### config.mk
export PLATFORM = sky130hd
export DESIGN_NAME = jk_bank_ctrl_flat
export DESIGN_NICKNAME = d
export VERILOG_FILES = /design/src/rtl/jk_ctrl_pkg.sv /design/src/rtl/jk_bank_ctrl_if.sv /design/src/rtl/jk_cell.sv /design/src/rtl/jk_bank_ctrl.sv /design/src/flat_wrapper.sv
export SDC_FILE = /design/constraint.sdc
export NUM_CORES = 1
export LEC_CHECK = 0
export ABC_CLOCK_PERIOD_IN_PS = 1670
export BUFFER_PORTS_ARGS = -buffer_cell sky130_fd_sc_hd__buf_4
export CORE_MARGIN = 2
export CORE_UTILIZATION = 48
export DETAILED_ROUTE_END_ITERATION = 12
export GPL_ROUTABILITY_DRIVEN = 0
export PLACE_DENSITY = 0.76
export SKIP_CTS_REPAIR_TIMING = 1
export SLEW_MARGIN = 20
export SYNTH_ARGS = -nofsm -noshare
export SYNTH_HDL_FRONTEND = slang
export SYNTH_SLANG_ARGS = --single-unit
### constraint.sdc
create_clock -name clk -period 1.67 [get_ports clk]
set_input_delay 0.0835 -clock clk [delete_from_list [all_inputs] [get_ports clk]]
set_output_delay 0.0835 -clock clk [all_outputs]
set_load 0.03 [all_outputs]
### src/rtl/jk_ctrl_pkg.sv
// Shared definitions for the JK bank controller: opcode and FSM encodings,
// default bank sizing, and the JK next-state function used by every cell.
package jk_ctrl_pkg;

  localparam int unsigned N_REQ_DEF = 4;
  localparam int unsigned N_FF_DEF  = 8;
  localparam int unsigned SEL_W_DEF = 3;

  // Opcode bit 1 is J, bit 0 is K.
  typedef enum logic [1:0] {
    OP_HOLD = 2'b00,
    OP_CLR  = 2'b01,
    OP_SET  = 2'b10,
    OP_TOG  = 2'b11
  } op_t;

  typedef enum logic [1:0] {
    ST_IDLE  = 2'd0,
    ST_DRIVE = 2'd1,
    ST_ACK   = 2'd2
  } state_t;

  function automatic logic jk_next(input logic q, input logic j, input logic k);
    logic r;
    case ({j, k})
      2'b00:   r = q;
      2'b01:   r = 1'b0;
      2'b10:   r = 1'b1;
      default: r = ~q;
    endcase
    return r;
  endfunction

endpackage

### src/rtl/jk_bank_ctrl_if.sv
// Requester-side bus of the JK bank controller: request levels, opcodes,
// target cell selects and the returned completion grants.
interface jk_bank_ctrl_if
  import jk_ctrl_pkg::*;
#(
  parameter int unsigned N_REQ = N_REQ_DEF,
  parameter int unsigned SEL_W = SEL_W_DEF
);

  logic [N_REQ-1:0]       req;
  logic [2*N_REQ-1:0]     op;
  logic [SEL_W*N_REQ-1:0] sel;
  logic [N_REQ-1:0]       gnt;

  modport master (output req, op, sel, input gnt);
  modport slave  (input req, op, sel, output gnt);

endinterface

### src/rtl/jk_cell.sv
// Single JK flip-flop with asynchronous active-high reset.
module jk_cell
  import jk_ctrl_pkg::*;
(
  input  logic clk,
  input  logic rst,
  input  logic j,
  input  logic k,
  output logic q
);

  always_ff @(posedge clk or posedge rst) begin
    if (rst) q <= 1'b0;
    else     q <= jk_next(q, j, k);
  end

endmodule

### src/rtl/jk_bank_ctrl.sv
// Round-robin arbitrated controller for a bank of JK cells: one requester at a
// time gets its opcode applied to its chosen cell, then holds a grant until it drops req.
module jk_bank_ctrl
  import jk_ctrl_pkg::*;
#(
  parameter int unsigned N_REQ = N_REQ_DEF,
  parameter int unsigned N_FF  = N_FF_DEF,
  parameter int unsigned SEL_W = SEL_W_DEF
)(
  input  logic            clk,
  input  logic            rst,
  jk_bank_ctrl_if.slave   bus,
  output logic [N_FF-1:0] q,
  output logic            busy
);

  localparam int unsigned PTR_W = (N_REQ > 1) ? $clog2(N_REQ) : 1;

  state_t           state, state_nxt;
  logic [PTR_W-1:0] ptr;
  logic [PTR_W-1:0] win;
  logic [PTR_W-1:0] pick;
  logic             found;
  op_t              lop;
  logic [SEL_W-1:0] lsel;
  logic [N_FF-1:0]  j;
  logic [N_FF-1:0]  k;

  // First set request at or above the pointer, wrapping past N_REQ-1.
  always_comb begin
    int unsigned idx;
    found = 1'b0;
    pick  = '0;
    idx   = 0;
    for (int unsigned o = 0; o < N_REQ; o++) begin
      idx = (32'(ptr) + o) % N_REQ;
      if (!found && bus.req[idx]) begin
        found = 1'b1;
        pick  = PTR_W'(idx);
      end
    end
  end

  always_ff @(posedge clk or posedge rst) begin
    if (rst) state <= ST_IDLE;
    else     state <= state_nxt;
  end

  always_comb begin
    state_nxt = state;
    case (state)
      ST_IDLE:  if (found) state_nxt = ST_DRIVE;
      ST_DRIVE: state_nxt = ST_ACK;
      ST_ACK:   if (!bus.req[win]) state_nxt = ST_IDLE;
      default:  state_nxt = ST_IDLE;
    endcase
  end

  // Winner context is captured once per arbitration so later op/sel changes are ignored.
  always_ff @(posedge clk or posedge rst) begin
    if (rst) begin
      ptr  <= '0;
      win  <= '0;
      lop  <= OP_HOLD;
      lsel <= '0;
    end else begin
      if (state == ST_IDLE && found) begin
        win  <= pick;
        lop  <= op_t'(bus.op[2*pick +: 2]);
        lsel <= bus.sel[SEL_W*pick +: SEL_W];
      end
      if (state == ST_ACK && !bus.req[win])
        ptr <= (32'(win) == N_REQ - 1) ? '0 : win + 1'b1;
    end
  end

  always_comb begin
    bus.gnt = '0;
    busy    = (state != ST_IDLE);
    j       = '0;
    k       = '0;
    if (state == ST_ACK)
      bus.gnt[win] = 1'b1;
    if (state == ST_DRIVE) begin
      for (int unsigned f = 0; f < N_FF; f++) begin
        if (32'(lsel) == f) begin
          j[f] = lop[1];
          k[f] = lop[0];
        end
      end
    end
  end

  for (genvar f = 0; f < N_FF; f++) begin : g_cell
    jk_cell u_cell (
      .clk (clk),
      .rst (rst),
      .j   (j[f]),
      .k   (k[f]),
      .q   (q[f])
    );
  end

  a_gnt_onehot: assert property (@(posedge clk) disable iff (rst) $onehot0(bus.gnt));
  a_gnt_only_ack: assert property (@(posedge clk) disable iff (rst)
                                   (state != ST_ACK) |-> (bus.gnt == '0));

endmodule

### src/flat_wrapper.sv
// flat-port wrapper written by rule: the top's interface ports become plain ports
module jk_bank_ctrl_flat import jk_ctrl_pkg::*;
#(
  parameter int unsigned N_REQ = N_REQ_DEF,
  parameter int unsigned N_FF  = N_FF_DEF,
  parameter int unsigned SEL_W = SEL_W_DEF
)
  (clk, rst, q, busy, bus_req, bus_op, bus_sel, bus_gnt);
  jk_bank_ctrl_if #(.N_REQ(N_REQ), .SEL_W(SEL_W)) bus_i ();
  input  logic clk;
  input  logic rst;
  output logic [N_FF-1:0] q;
  output logic busy;
  input wire logic [$bits(bus_i.req)-1:0] bus_req;
  input wire logic [$bits(bus_i.op)-1:0] bus_op;
  input wire logic [$bits(bus_i.sel)-1:0] bus_sel;
  output wire logic [$bits(bus_i.gnt)-1:0] bus_gnt;
  assign bus_i.req = bus_req;
  assign bus_i.op = bus_op;
  assign bus_i.sel = bus_sel;
  assign bus_gnt = bus_i.gnt;
  jk_bank_ctrl #(.N_REQ(N_REQ), .N_FF(N_FF), .SEL_W(SEL_W)) u_core (.clk(clk), .rst(rst), .bus(bus_i), .q(q), .busy(busy));
endmodule
# After elaboration in Yosys (flattened, before gate mapping)
# Index checks and enable logic that the tools add are counted.
[totals] reg_bits=19 input_bits=26 out_inout_bits=13 word_cells=135
[classes] add_sub_neg=4 n_mul=1 order_cmp=6 n_eq_ne=28 shifts=2 n_mux=51 bitwise_logic=8 reduce_logical=22
[op_table] cell="two-way mux 1 bit" count=26
[op_table] cell="one-hot mux 1 bit (3 select lines)" count=8
[op_table] cell="== test 2 bit (second input constant)" count=10
[op_table] cell="== test 2 x 1 -> 1 bit (second input constant)" count=9
[op_table] cell="zero test 2 bit" count=9
[op_table] cell="two-way mux 8 bit" count=2
[op_table] cell="< comparator 2 x 3 -> 1 bit (second input constant)" count=5
[op_table] cell="two-way mux 2 bit" count=7
[op_table] cell="== test 3 bit (second input constant)" count=4
[op_table] cell="variable part select 12 x 5 -> 3 bit" count=1
[op_table] cell="binary-select mux 1 bit (select 2 bit)" count=5
[op_table] cell="NOT 1 bit" count=8
[op_table] cell="variable part select 8 x 4 -> 2 bit" count=1
[op_table] cell="== test 3 x 2 -> 1 bit (second input constant)" count=2
[op_table] cell="logical AND 1 bit" count=6
[op_table] cell="one-hot mux 2 bit (3 select lines)" count=1
[op_table] cell="adder 2 x 1 -> 2 bit (second input constant)" count=2
[op_table] cell="adder 2 bit (second input constant)" count=2
[op_table] cell="zero test 1 bit" count=4
[op_table] cell="multiplier 2 x 2 -> 4 bit (first input constant)" count=1
[op_table] cell="two-way mux 4 bit" count=1
[op_table] cell="== test 3 x 1 -> 1 bit (second input constant)" count=1
[op_table] cell="zero test 3 bit" count=1
[op_table] cell="demux 1 bit (select 2 bit)" count=1
[op_table] cell="other kinds (5)" count=5

# Longest topological paths before layout
# Gate-level depths: netlist of run 1.
[depth] word_depth=14 depth_mapped=8 depth_no_buf=8

# By module
# From an unflattened synthesis of run 1, not the netlist that was laid out.
[unflattened] hier_cells=177 area_unflattened_um2=1616.6
[modules_own_cells] module="jk_bank_ctrl" instances=1 cells_per_inst=97 area_per_inst_um2=845.8 seq_area_each_um2=275.3
[modules_own_cells] module="jk_cell" instances=8 cells_per_inst=10 area_per_inst_um2=96.3 seq_area_each_um2=25.0

# Worst setup path after synthesis of run 1
# OpenSTA, ideal clock, no wires.
[synth_path] path_kind="register to register" startpoint="register u_core.state[1]" endpoint="register u_core.lop[1]" setup_time_ps=90 t_arrival_ps=1606 required_ps=1580 path_slack_ps=-26 path_stages_with_launch=7 n_path_buf=2 period_less_slack_ps=1696 path_cell_list="dfrtp_1 > or2_1 > or2_1 > buf_6 > or2_0 > buf_2 > o221ai_1"
[synth_between] elab_chain_len=2
[synth_rtl] item="start, declared" line_no="jk_bank_ctrl.sv:19" rtl="state_t state, state_nxt;"
[synth_rtl] item="start signal, assigned" line_no="jk_bank_ctrl.sv:46" rtl="else state <= state_nxt;"
[synth_rtl] item="zero test 2 bit" line_no="jk_bank_ctrl.sv:67" rtl="if (state == ST_IDLE && found) begin"
[synth_rtl] item="logical AND 1 bit" line_no="jk_bank_ctrl.sv:67"
[synth_rtl] item="end signal, assigned" line_no="jk_bank_ctrl.sv:69" rtl="lop <= op_t'(bus.op[2*pick +: 2]);"
[synth_rtl] item="end, declared" line_no="jk_bank_ctrl.sv:24" rtl="op_t lop;"
# Every way passes these cells.
# A chain may end at the register's enable or synchronous reset.

# Final worst setup path of run 1
[layout_path] startpoint="register u_core.state[1]" endpoint="register u_core.g_cell[7].u_cell.q"
[layout_between] elab_chain_len=4 word_cells_on_any_way=7 cone_classes="eq/ne (3); mux (3); reduce/logical (1)"
[layout_rtl] item="== test 2 x 1 -> 1 bit *" line_no="jk_bank_ctrl.sv:84" rtl="if (state == ST_DRIVE) begin"
[layout_rtl] item="two-way mux 8 bit" line_no="jk_bank_ctrl.sv:84"
[layout_rtl] item="== test 2 bit (tied with other cells)" line_no="jk_ctrl_pkg.sv:25" rtl="case ({j, k})"
[layout_rtl] item="one-hot mux 1 bit (3 select lines)" line_no="jk_ctrl_pkg.sv:25"
[layout_rtl] item="end signal, assigned" line_no="jk_cell.sv:14" rtl="else q <= jk_next(q, j, k);"
[layout_rtl] item="end, declared" line_no="jk_cell.sv:9" rtl="output logic q"
# Every way passes the cells marked *; elsewhere a longest branch is shown, timed or not.

==> impl_metrics.prom, run 1 <==
# TYPE chip_impl_metric gauge
chip_impl_info{name="status",value="finished with violations"} 1
chip_impl_info{name="violated_checks",value="setup timing"} 1
chip_impl_metric{name="syn_area_per_cell",unit="um2"} 8.98
chip_impl_metric{name="gr-usage-all-layers",unit=""} 0.192
chip_impl_info{name="clock-root-buffer",value="sky130_fd_sc_hd__clkbuf_4"} 1
chip_impl_metric{name="max_clock_freq",unit="MHz"} 561
chip_impl_metric{name="final_period_minus_worst_setup_slack",unit="ps"} 1780
chip_impl_metric{name="timing.reg2reg.worst_path_depth",unit=""} 7
chip_impl_metric{name="wirelength",unit="um"} 3710
chip_impl_metric{name="synth-seq-cells",unit=""} 19
chip_impl_metric{name="max-vdd-ir-drop",unit="uV"} 718
chip_impl_metric{name="setup_viol",unit=""} 7
chip_impl_metric{name="die_width",unit="um"} 60.7
chip_impl_metric{name="synth.distinct_cells",unit=""} 30
chip_impl_metric{name="power_switching_share",unit=""} 0.468
chip_impl_metric{name="cts_max_path_buffers",unit=""} 2
chip_impl_metric{name="power",unit="uW"} 3290
chip_impl_metric{name="finalCoreUtilization",unit=""} 0.743
chip_impl_metric{name="num-nets-final",unit=""} 264
chip_impl_metric{name="io_pins",unit=""} 39
chip_impl_metric{name="drt_iter0_markers",unit=""} 31
chip_impl_metric{name="power.density_cell_area",unit="nW/um2"} 1450
chip_impl_info{name="regToRegEndpoint",value="u_core.g_cell[7].u_cell.q"} 1
chip_impl_info{name="rsz0062_at_grt",value="true"} 1
chip_impl_metric{name="fp.dieH",unit="um"} 60.7
chip_impl_metric{name="leakage",unit="uW"} 0.00103
chip_impl_metric{name="num_cts_buffers",unit=""} 3
chip_impl_metric{name="cell_internal_power_dissipation",unit="uW"} 1750
chip_impl_info{name="worstPathCellList",value="and2b_2 > and3_4 > nand3_2 > buf_4 > ha_1 > nor3b_1 > a211oi_1"} 1
chip_impl_metric{name="stdcell_count",unit=""} 261
chip_impl_metric{name="rows",unit=""} 20
chip_impl_info{name="timing.hold.worst.start",value="bus_sel[1]"} 1
chip_impl_metric{name="antenna_violations_before_repair",unit=""} 0
chip_impl_metric{name="yosys_warnings",unit=""} 0
chip_impl_metric{name="route.detailed.wl_per_inst",unit="um"} 14.2
chip_impl_metric{name="mappedNetlistNets",unit=""} 218
chip_impl_metric{name="critical_path_buf_inv_count",unit=""} 1
chip_impl_metric{name="slew_viol_final",unit=""} 0
chip_impl_metric{name="largest_net_degree_at_the_start_of_global_routing",unit=""} 20
chip_impl_metric{name="ys_seq_area_frac",unit=""} 0.308
chip_impl_info{name="timing.critical_path.from_type",value="register"} 1
chip_impl_metric{name="io_buffers",unit=""} 38
chip_impl_metric{name="place.detailed.hpwl",unit="um"} 2510
chip_impl_metric{name="reg2reg_setup_slack",unit="ps"} -110
chip_impl_metric{name="route.detailed.drc",unit=""} 0
chip_impl_info{name="cts_tree",value="built"} 1
chip_impl_metric{name="grt_first_pass_wirelength",unit="um"} 5320
chip_impl_metric{name="worst_slew_pin_slew",unit="ps"} 732
chip_impl_metric{name="max_cap_violations",unit=""} 0
chip_impl_info{name="setup.worst_path.class",value="reg2reg"} 1
chip_impl_metric{name="worst_slew_margin_rel",unit=""} 0.511
chip_impl_metric{name="worstPathArrival",unit="ps"} 2000
chip_impl_info{name="cpLargestDelayFamily",value="simple AND/OR/NAND/NOR gates"} 1
chip_impl_metric{name="placedCellCount",unit=""} 255
chip_impl_metric{name="die-area",unit="um2"} 3690
chip_impl_metric{name="worstSkewPairLatency",unit="ps"} 320
chip_impl_metric{name="cp_num_cells",unit=""} 7
chip_impl_info{name="min-delay-path-class",value="in2reg"} 1
chip_impl_metric{name="critical_path.max_fanout",unit=""} 5
chip_impl_metric{name="start_util",unit=""} 0.506
chip_impl_metric{name="post-route-period-util",unit=""} 1.07
chip_impl_metric{name="path_clk_slew",unit="ps"} 110
chip_impl_metric{name="cts.sink_count",unit=""} 19
chip_impl_metric{name="area_growth_syn_to_layout",unit="%"} 47.0
chip_impl_metric{name="first_global_vias",unit=""} 1270
chip_impl_metric{name="num_antenna_cells",unit=""} 0
chip_impl_metric{name="comb_power_share",unit=""} 0.627
chip_impl_metric{name="globalRoute.totalOverflow",unit=""} 0
chip_impl_info{name="r2r_start",value="u_core.state[1]"} 1
chip_impl_metric{name="p_sw",unit="uW"} 1540
chip_impl_metric{name="clock_power_share",unit=""} 0.077
chip_impl_info{name="holdPathEnd",value="u_core.lsel[1]"} 1
chip_impl_metric{name="whs",unit="ps"} 78.1
chip_impl_metric{name="synth_cells",unit=""} 172
chip_impl_metric{name="detail_route.vias_per_cell",unit=""} 5.28
chip_impl_metric{name="final_layout_size_suffix_gt1_frac",unit=""} 0.521
chip_impl_metric{name="drt_pass1_iterations",unit=""} 4
chip_impl_metric{name="route.vias.total",unit=""} 1379
chip_impl_metric{name="core_region_area",unit="um2"} 3050
chip_impl_metric{name="setup-tns-final",unit="ps"} -324
chip_impl_metric{name="fin_ws",unit="ps"} -114
chip_impl_metric{name="clock_tree.htree_level_count",unit=""} 1
chip_impl_metric{name="synthesized_area",unit="um2"} 1540
chip_impl_metric{name="hold_viol_final",unit=""} 0
chip_impl_metric{name="seq_power_share",unit=""} 0.297
chip_impl_metric{name="worstPathRequired",unit="ps"} 1890
chip_impl_metric{name="layout.filler_cells",unit=""} 219
chip_impl_info{name="timing.critical_path.slowest_stage_cell",value="sky130_fd_sc_hd__dfrtp_1"} 1
chip_impl_info{name="type_of_destination_of_the_critical_path",value="register"} 1
chip_impl_metric{name="worstHoldPathCells",unit=""} 3
chip_impl_metric{name="worst_path_largest_cell_delay",unit="ps"} 420
chip_impl_metric{name="ant_nets",unit=""} 0
chip_impl_metric{name="clock-skew-final",unit="ps"} 2.85
logic make-up (layout without fill, tap and decap cells):
kind of cell / after synthesis / count (layout) / synth area share
AOI/OAI and AO/OA: 25 / 25 / 0.113
adders and majority gates: 20 / 20 / 0.162
buffers and inverters: 24 / 69 / 0.0835
DFF: 19 / 19 / 0.308
muxes: 13 / 13 / 0.0932
and+or+nand+nor: 71 / 71 / 0.240
cells in the mapped netlist (all sizes together):
| master | instances | area [um2] |
|---|---|---|
| a211o | 1 | 8.76 |
| a211oi | 8 | 60.1 |
| a21o | 1 | 7.51 |
| a21oi | 3 | 15.0 |
| and2 | 4 | 25.0 |
| and2b | 1 | 7.51 |
| and3 | 2 | 12.5 |
| buf | 10 | 76.3 |
| dfrtp | 19 | 475 |
| ha | 20 | 250 |
| inv | 14 | 52.6 |
| mux2 | 1 | 11.3 |
| mux2i | 11 | 110 |
| mux4 | 1 | 22.5 |
| nand2 | 22 | 82.6 |
| nand2b | 1 | 6.26 |
| nand3 | 4 | 20.0 |
| nor2 | 13 | 56.3 |
| nor2b | 12 | 75.1 |
| nor3b | 8 | 60.1 |
| nor4 | 1 | 6.26 |
| o21a | 1 | 7.51 |
| o21ai | 4 | 20.0 |
| o221ai | 5 | 43.8 |
| o22ai | 2 | 12.5 |
| or2 | 3 | 18.8 |
sequential cells by signal, indices dropped and copies added, names as in the netlist:
| name | count |
|---|---|
| u_core.g_cell.u_cell.q | 8 |
| u_core.ptr | 2 |
| u_core.lop | 2 |
| u_core.state | 2 |
| u_core.win | 2 |
| u_core.lsel | 3 |
placed cells by master (no fill, tap or decap), drive strengths merged, types with 5 or more instances in the layout:
master,count
nor2b,12
buf,50
nor2,13
nor3b,8
o221ai,5
ha,20
dfrtp,19
inv,14
mux2i,11
a211oi,8
nand2,22
power groups by stage:
stage	Clock (uW)	Combinational [uW]	Sequential, uW
2_1_floorplan	0	1280	871
3_3_place_gp	0	1610	896
5_1_grt	273	2240	1010
6_report	252	2060	976
3_5_place_dp	0	1660	920
4_1_cts	253	1670	913
area by class of cell:
class	count	area, um2	share of cell area
Multi-Input combinational cell	129	1250	0.550
Sequential cell	19	477	0.210
Clock inverter	1	5.00	0.00221
Timing Repair Buffer	51	409	0.180
Tap cell	44	55.1	0.0243
Inverter	14	52.6	0.0232
Clock buffer	3	22.5	0.00992
worst max path at each step:
stage                                from                         to  slack [ps]
final                     u_core.state[1]  u_core.g_cell[7].u_cell.q        -110
after CTS                 u_core.state[1]  u_core.g_cell[3].u_cell.q        -190
after floorplan           u_core.state[1]  u_core.g_cell[3].u_cell.q          10
after global placement    u_core.state[1]  u_core.g_cell[3].u_cell.q         -50
after detailed placement  u_core.state[1]  u_core.g_cell[3].u_cell.q        -130
after global routing      u_core.state[1]  u_core.g_cell[7].u_cell.q        -150
worst min-delay path: stages:
cell,delay (ps)
sky130_fd_sc_hd__buf_4,80
sky130_fd_sc_hd__mux2i_1,70
sky130_fd_sc_hd__o221ai_2,140
stage by stage:
stage          setup WS, ps  cell area (um2)
5_1_grt                -149             2270
6_report               -114             2270
3_3_place_gp          -49.3             1890
2_1_floorplan          14.1             1550
4_1_cts                -193             1920
3_5_place_dp           -133             1890
routing by layer:
| layer | part of all wire | track usage |
|---|---|---|
| met4 | 0.027 | 0.0839 |
| met3 | 0.041 | 0.0277 |
| met2 | 0.55 | 0.339 |
| met5 | 0 | 0 |
| met1 | 0.38 | 0.232 |
No activity file was read; power rests on OpenSTA's default activity.
==> inputs of run 2 (changes only) <==
--- a/config.mk
+++ b/config.mk
@@ -8,10 +8,9 @@
 export ABC_CLOCK_PERIOD_IN_PS = 1670
 export BUFFER_PORTS_ARGS = -buffer_cell sky130_fd_sc_hd__buf_4
 export CORE_MARGIN = 2
-export CORE_UTILIZATION = 48
+export CORE_UTILIZATION = 35
 export DETAILED_ROUTE_END_ITERATION = 12
 export GPL_ROUTABILITY_DRIVEN = 0
-export PLACE_DENSITY = 0.76
 export SKIP_CTS_REPAIR_TIMING = 1
 export SLEW_MARGIN = 20
 export SYNTH_ARGS = -nofsm -noshare
==> constraint.sdc (replaced) <==
create_clock -name clk -period 1.67 [get_ports clk]
set_input_delay 0.0835 -clock clk [delete_from_list [all_inputs] [get_ports clk]]
set_output_delay 0.0835 -clock clk [all_outputs]
set_load 0.05 [all_outputs]
==> impl_metrics.prom, run 2 (same netlist as run 1, synthesis figures left out) <==
# TYPE chip_impl_metric gauge
chip_impl_metric{name="core_region_area",unit="um2"} 4290
chip_impl_metric{name="first_global_vias",unit=""} 1224
chip_impl_metric{name="route.detailed.wl_per_inst",unit="um"} 12.2
chip_impl_metric{name="power",unit="uW"} 3500
chip_impl_metric{name="layout.filler_cells",unit=""} 403
chip_impl_metric{name="drt_pass1_iterations",unit=""} 4
chip_impl_metric{name="cts.sink_count",unit=""} 19
chip_impl_metric{name="detail_route.vias_per_cell",unit=""} 5.01
chip_impl_metric{name="die-area",unit="um2"} 4960
chip_impl_info{name="rsz0062_at_grt",value="true"} 1
chip_impl_metric{name="rows",unit=""} 24
chip_impl_metric{name="dpl-instance-area",unit="um2"} 1920
chip_impl_info{name="timing.hold.worst.start",value="bus_sel[0]"} 1
chip_impl_info{name="clock-root-buffer",value="sky130_fd_sc_hd__clkbuf_8"} 1
chip_impl_info{name="r2r_start",value="u_core.state[1]"} 1
chip_impl_metric{name="worstHoldPathCells",unit=""} 3
chip_impl_metric{name="die_width",unit="um"} 70.4
chip_impl_metric{name="multi_input_comb_area",unit="um2"} 1270
chip_impl_metric{name="cts_max_path_buffers",unit=""} 2
chip_impl_metric{name="drt_iter0_markers",unit=""} 21
chip_impl_metric{name="place.detailed.hpwl",unit="um"} 2390
chip_impl_info{name="layout_commonest_cell",value="sky130_fd_sc_hd__buf_4"} 1
chip_impl_metric{name="largest_register_ff_count",unit=""} 8
chip_impl_metric{name="ant_nets",unit=""} 0
chip_impl_metric{name="reg2reg_setup_slack",unit="ps"} 5
chip_impl_metric{name="clock_tree.htree_level_count",unit=""} 1
chip_impl_metric{name="io_buffers",unit=""} 38
chip_impl_metric{name="route.detailed.drc",unit=""} 0
chip_impl_metric{name="clock-skew-final",unit="ps"} 5.86
chip_impl_metric{name="gr-usage-all-layers",unit=""} 0.131
chip_impl_metric{name="largest_net_degree_at_the_start_of_global_routing",unit=""} 20
chip_impl_metric{name="path_clk_slew",unit="ps"} 80
chip_impl_metric{name="postLayoutCellArea",unit="um2"} 2310
chip_impl_info{name="type_of_destination_of_the_critical_path",value="register"} 1
chip_impl_metric{name="whs",unit="ps"} 141
chip_impl_metric{name="final_layout_size_suffix_gt1_frac",unit=""} 0.523
chip_impl_info{name="layout.cells.most_common_list",value="sky130_fd_sc_hd__buf_4 (45), sky130_fd_sc_hd__dfrtp_1 (17), sky130_fd_sc_hd__inv_1 (14), sky130_fd_sc_hd__nand2_2 (14)"} 1
chip_impl_metric{name="met2_routing_resource_usage_after_global_routing",unit=""} 0.205
chip_impl_metric{name="max-vdd-ir-drop",unit="uV"} 649
chip_impl_metric{name="globalRoute.totalOverflow",unit=""} 0
chip_impl_info{name="holdPathEnd",value="u_core.lsel[0]"} 1
chip_impl_info{name="regToRegEndpoint",value="u_core.g_cell[1].u_cell.q"} 1
chip_impl_metric{name="power.density_cell_area",unit="nW/um2"} 1510
chip_impl_metric{name="max_clock_freq",unit="MHz"} 601
chip_impl_metric{name="max_cap_violations",unit=""} 0
chip_impl_metric{name="global_route.usage.met1",unit=""} 0.175
chip_impl_metric{name="fin_ws",unit="ps"} 5.13
chip_impl_metric{name="grt_first_pass_wirelength",unit="um"} 5260
chip_impl_metric{name="area_growth_syn_to_layout",unit="%"} 49.9
chip_impl_metric{name="worst_slew_pin_slew",unit="ps"} 334
chip_impl_info{name="largest_register",value="u_core.g_cell.u_cell.q"} 1
chip_impl_info{name="setup.worst_path.class",value="reg2reg"} 1
chip_impl_metric{name="register_cell_area_after_layout",unit="um2"} 478
chip_impl_metric{name="num-nets-final",unit=""} 263
chip_impl_metric{name="setup_viol",unit=""} 0
chip_impl_metric{name="io_pins",unit=""} 39
chip_impl_metric{name="timing.reg2reg.worst_path_depth",unit=""} 8
chip_impl_metric{name="slew_viol_final",unit=""} 0
chip_impl_metric{name="fp.dieH",unit="um"} 70.4
chip_impl_metric{name="worst_slew_margin_rel",unit=""} 0.778
chip_impl_metric{name="start_util",unit=""} 0.360
chip_impl_info{name="largest_registers",value="u_core.g_cell.u_cell.q: 8 flops, u_core.lsel: 3 flops"} 1
chip_impl_metric{name="num_cts_buffers",unit=""} 3
chip_impl_metric{name="hold_viol_final",unit=""} 0
chip_impl_metric{name="worstPathArrival",unit="ps"} 1810
chip_impl_metric{name="antenna_violations_before_repair",unit=""} 0
chip_impl_metric{name="worstSkewPairLatency",unit="ps"} 260
chip_impl_metric{name="wirelength",unit="um"} 3260
chip_impl_info{name="cts_tree",value="built"} 1
chip_impl_metric{name="critical_path.max_fanout",unit=""} 5
chip_impl_info{name="grt_most_used_layer",value="met2"} 1
chip_impl_metric{name="leakage",unit="uW"} 0.00102
chip_impl_info{name="timing.critical_path.from_type",value="register"} 1
chip_impl_metric{name="post-route-period-util",unit=""} 0.997
chip_impl_info{name="status",value="finished, final reports clean"} 1
chip_impl_metric{name="worstPathRequired",unit="ps"} 1820
chip_impl_metric{name="groute.layer.met3.usage",unit=""} 0.0390
chip_impl_metric{name="route.vias.total",unit=""} 1342
chip_impl_metric{name="num_antenna_cells",unit=""} 0
chip_impl_metric{name="dpl_worst_slack",unit="ps"} -113
chip_impl_info{name="min-delay-path-class",value="in2reg"} 1
chip_impl_metric{name="final_period_minus_worst_setup_slack",unit="ps"} 1660
run 2: critical path, stage by stage, from the launching register on:
cell and delay [ps]:
sky130_fd_sc_hd__dfrtp_1 380, sky130_fd_sc_hd__and2b_2 270, sky130_fd_sc_hd__nand2_2 70, sky130_fd_sc_hd__nor2_4 190
sky130_fd_sc_hd__nand2_2 110, sky130_fd_sc_hd__buf_6 140, sky130_fd_sc_hd__ha_4 150, sky130_fd_sc_hd__nor3b_4 200
sky130_fd_sc_hd__a211oi_2 50
run 2: worst max-delay path by stage:
stage	end	slack (ps)	from	depth (start not counted)
5_1_grt	u_core.g_cell[1].u_cell.q	-80	u_core.state[1]	8
6_report	u_core.g_cell[1].u_cell.q	5	u_core.state[1]	8
2_1_floorplan	u_core.g_cell[3].u_cell.q	10	u_core.state[1]	7
4_1_cts	u_core.g_cell[3].u_cell.q	-130	u_core.state[1]	7
3_3_place_gp	u_core.g_cell[3].u_cell.q	-60	u_core.state[1]	7
3_5_place_dp	u_core.g_cell[3].u_cell.q	-110	u_core.state[1]	7
run 2: cell type report:
cell class / count / area share
Clock inverter: 1 / 0.00216
Multi-Input combinational cell: 129 / 0.549
Clock buffer: 3 / 0.0178
Inverter: 14 / 0.0227
Timing Repair Buffer: 50 / 0.174
Tap cell: 52 / 0.0281
Sequential cell: 19 / 0.206
run 2: per-layer routing:
metal	share of wire	wire [um]	vias to the layer above
met5	0	0	-
met2	0.48	1550	35
li1	-	-	673
met4	0.0098	32	0
met1	0.46	1500	630
met3	0.054	175	4
run 2: metrics by stage:
step           utilization  std cells  setup TNS, ps
2_1_floorplan            -        172              0
3_3_place_gp         0.446        263           -263
3_5_place_dp         0.446        263           -508
4_1_cts              0.457        267           -757
5_1_grt              0.539        268           -315
6_report             0.539        268              0
run 2: report_power, final:
group          switching [uW]  internal (uW)  total [uW]
clock network             168            166         334
registers                 271            699         971
logic                    1240            962        2200
total                    1680           1830        3500
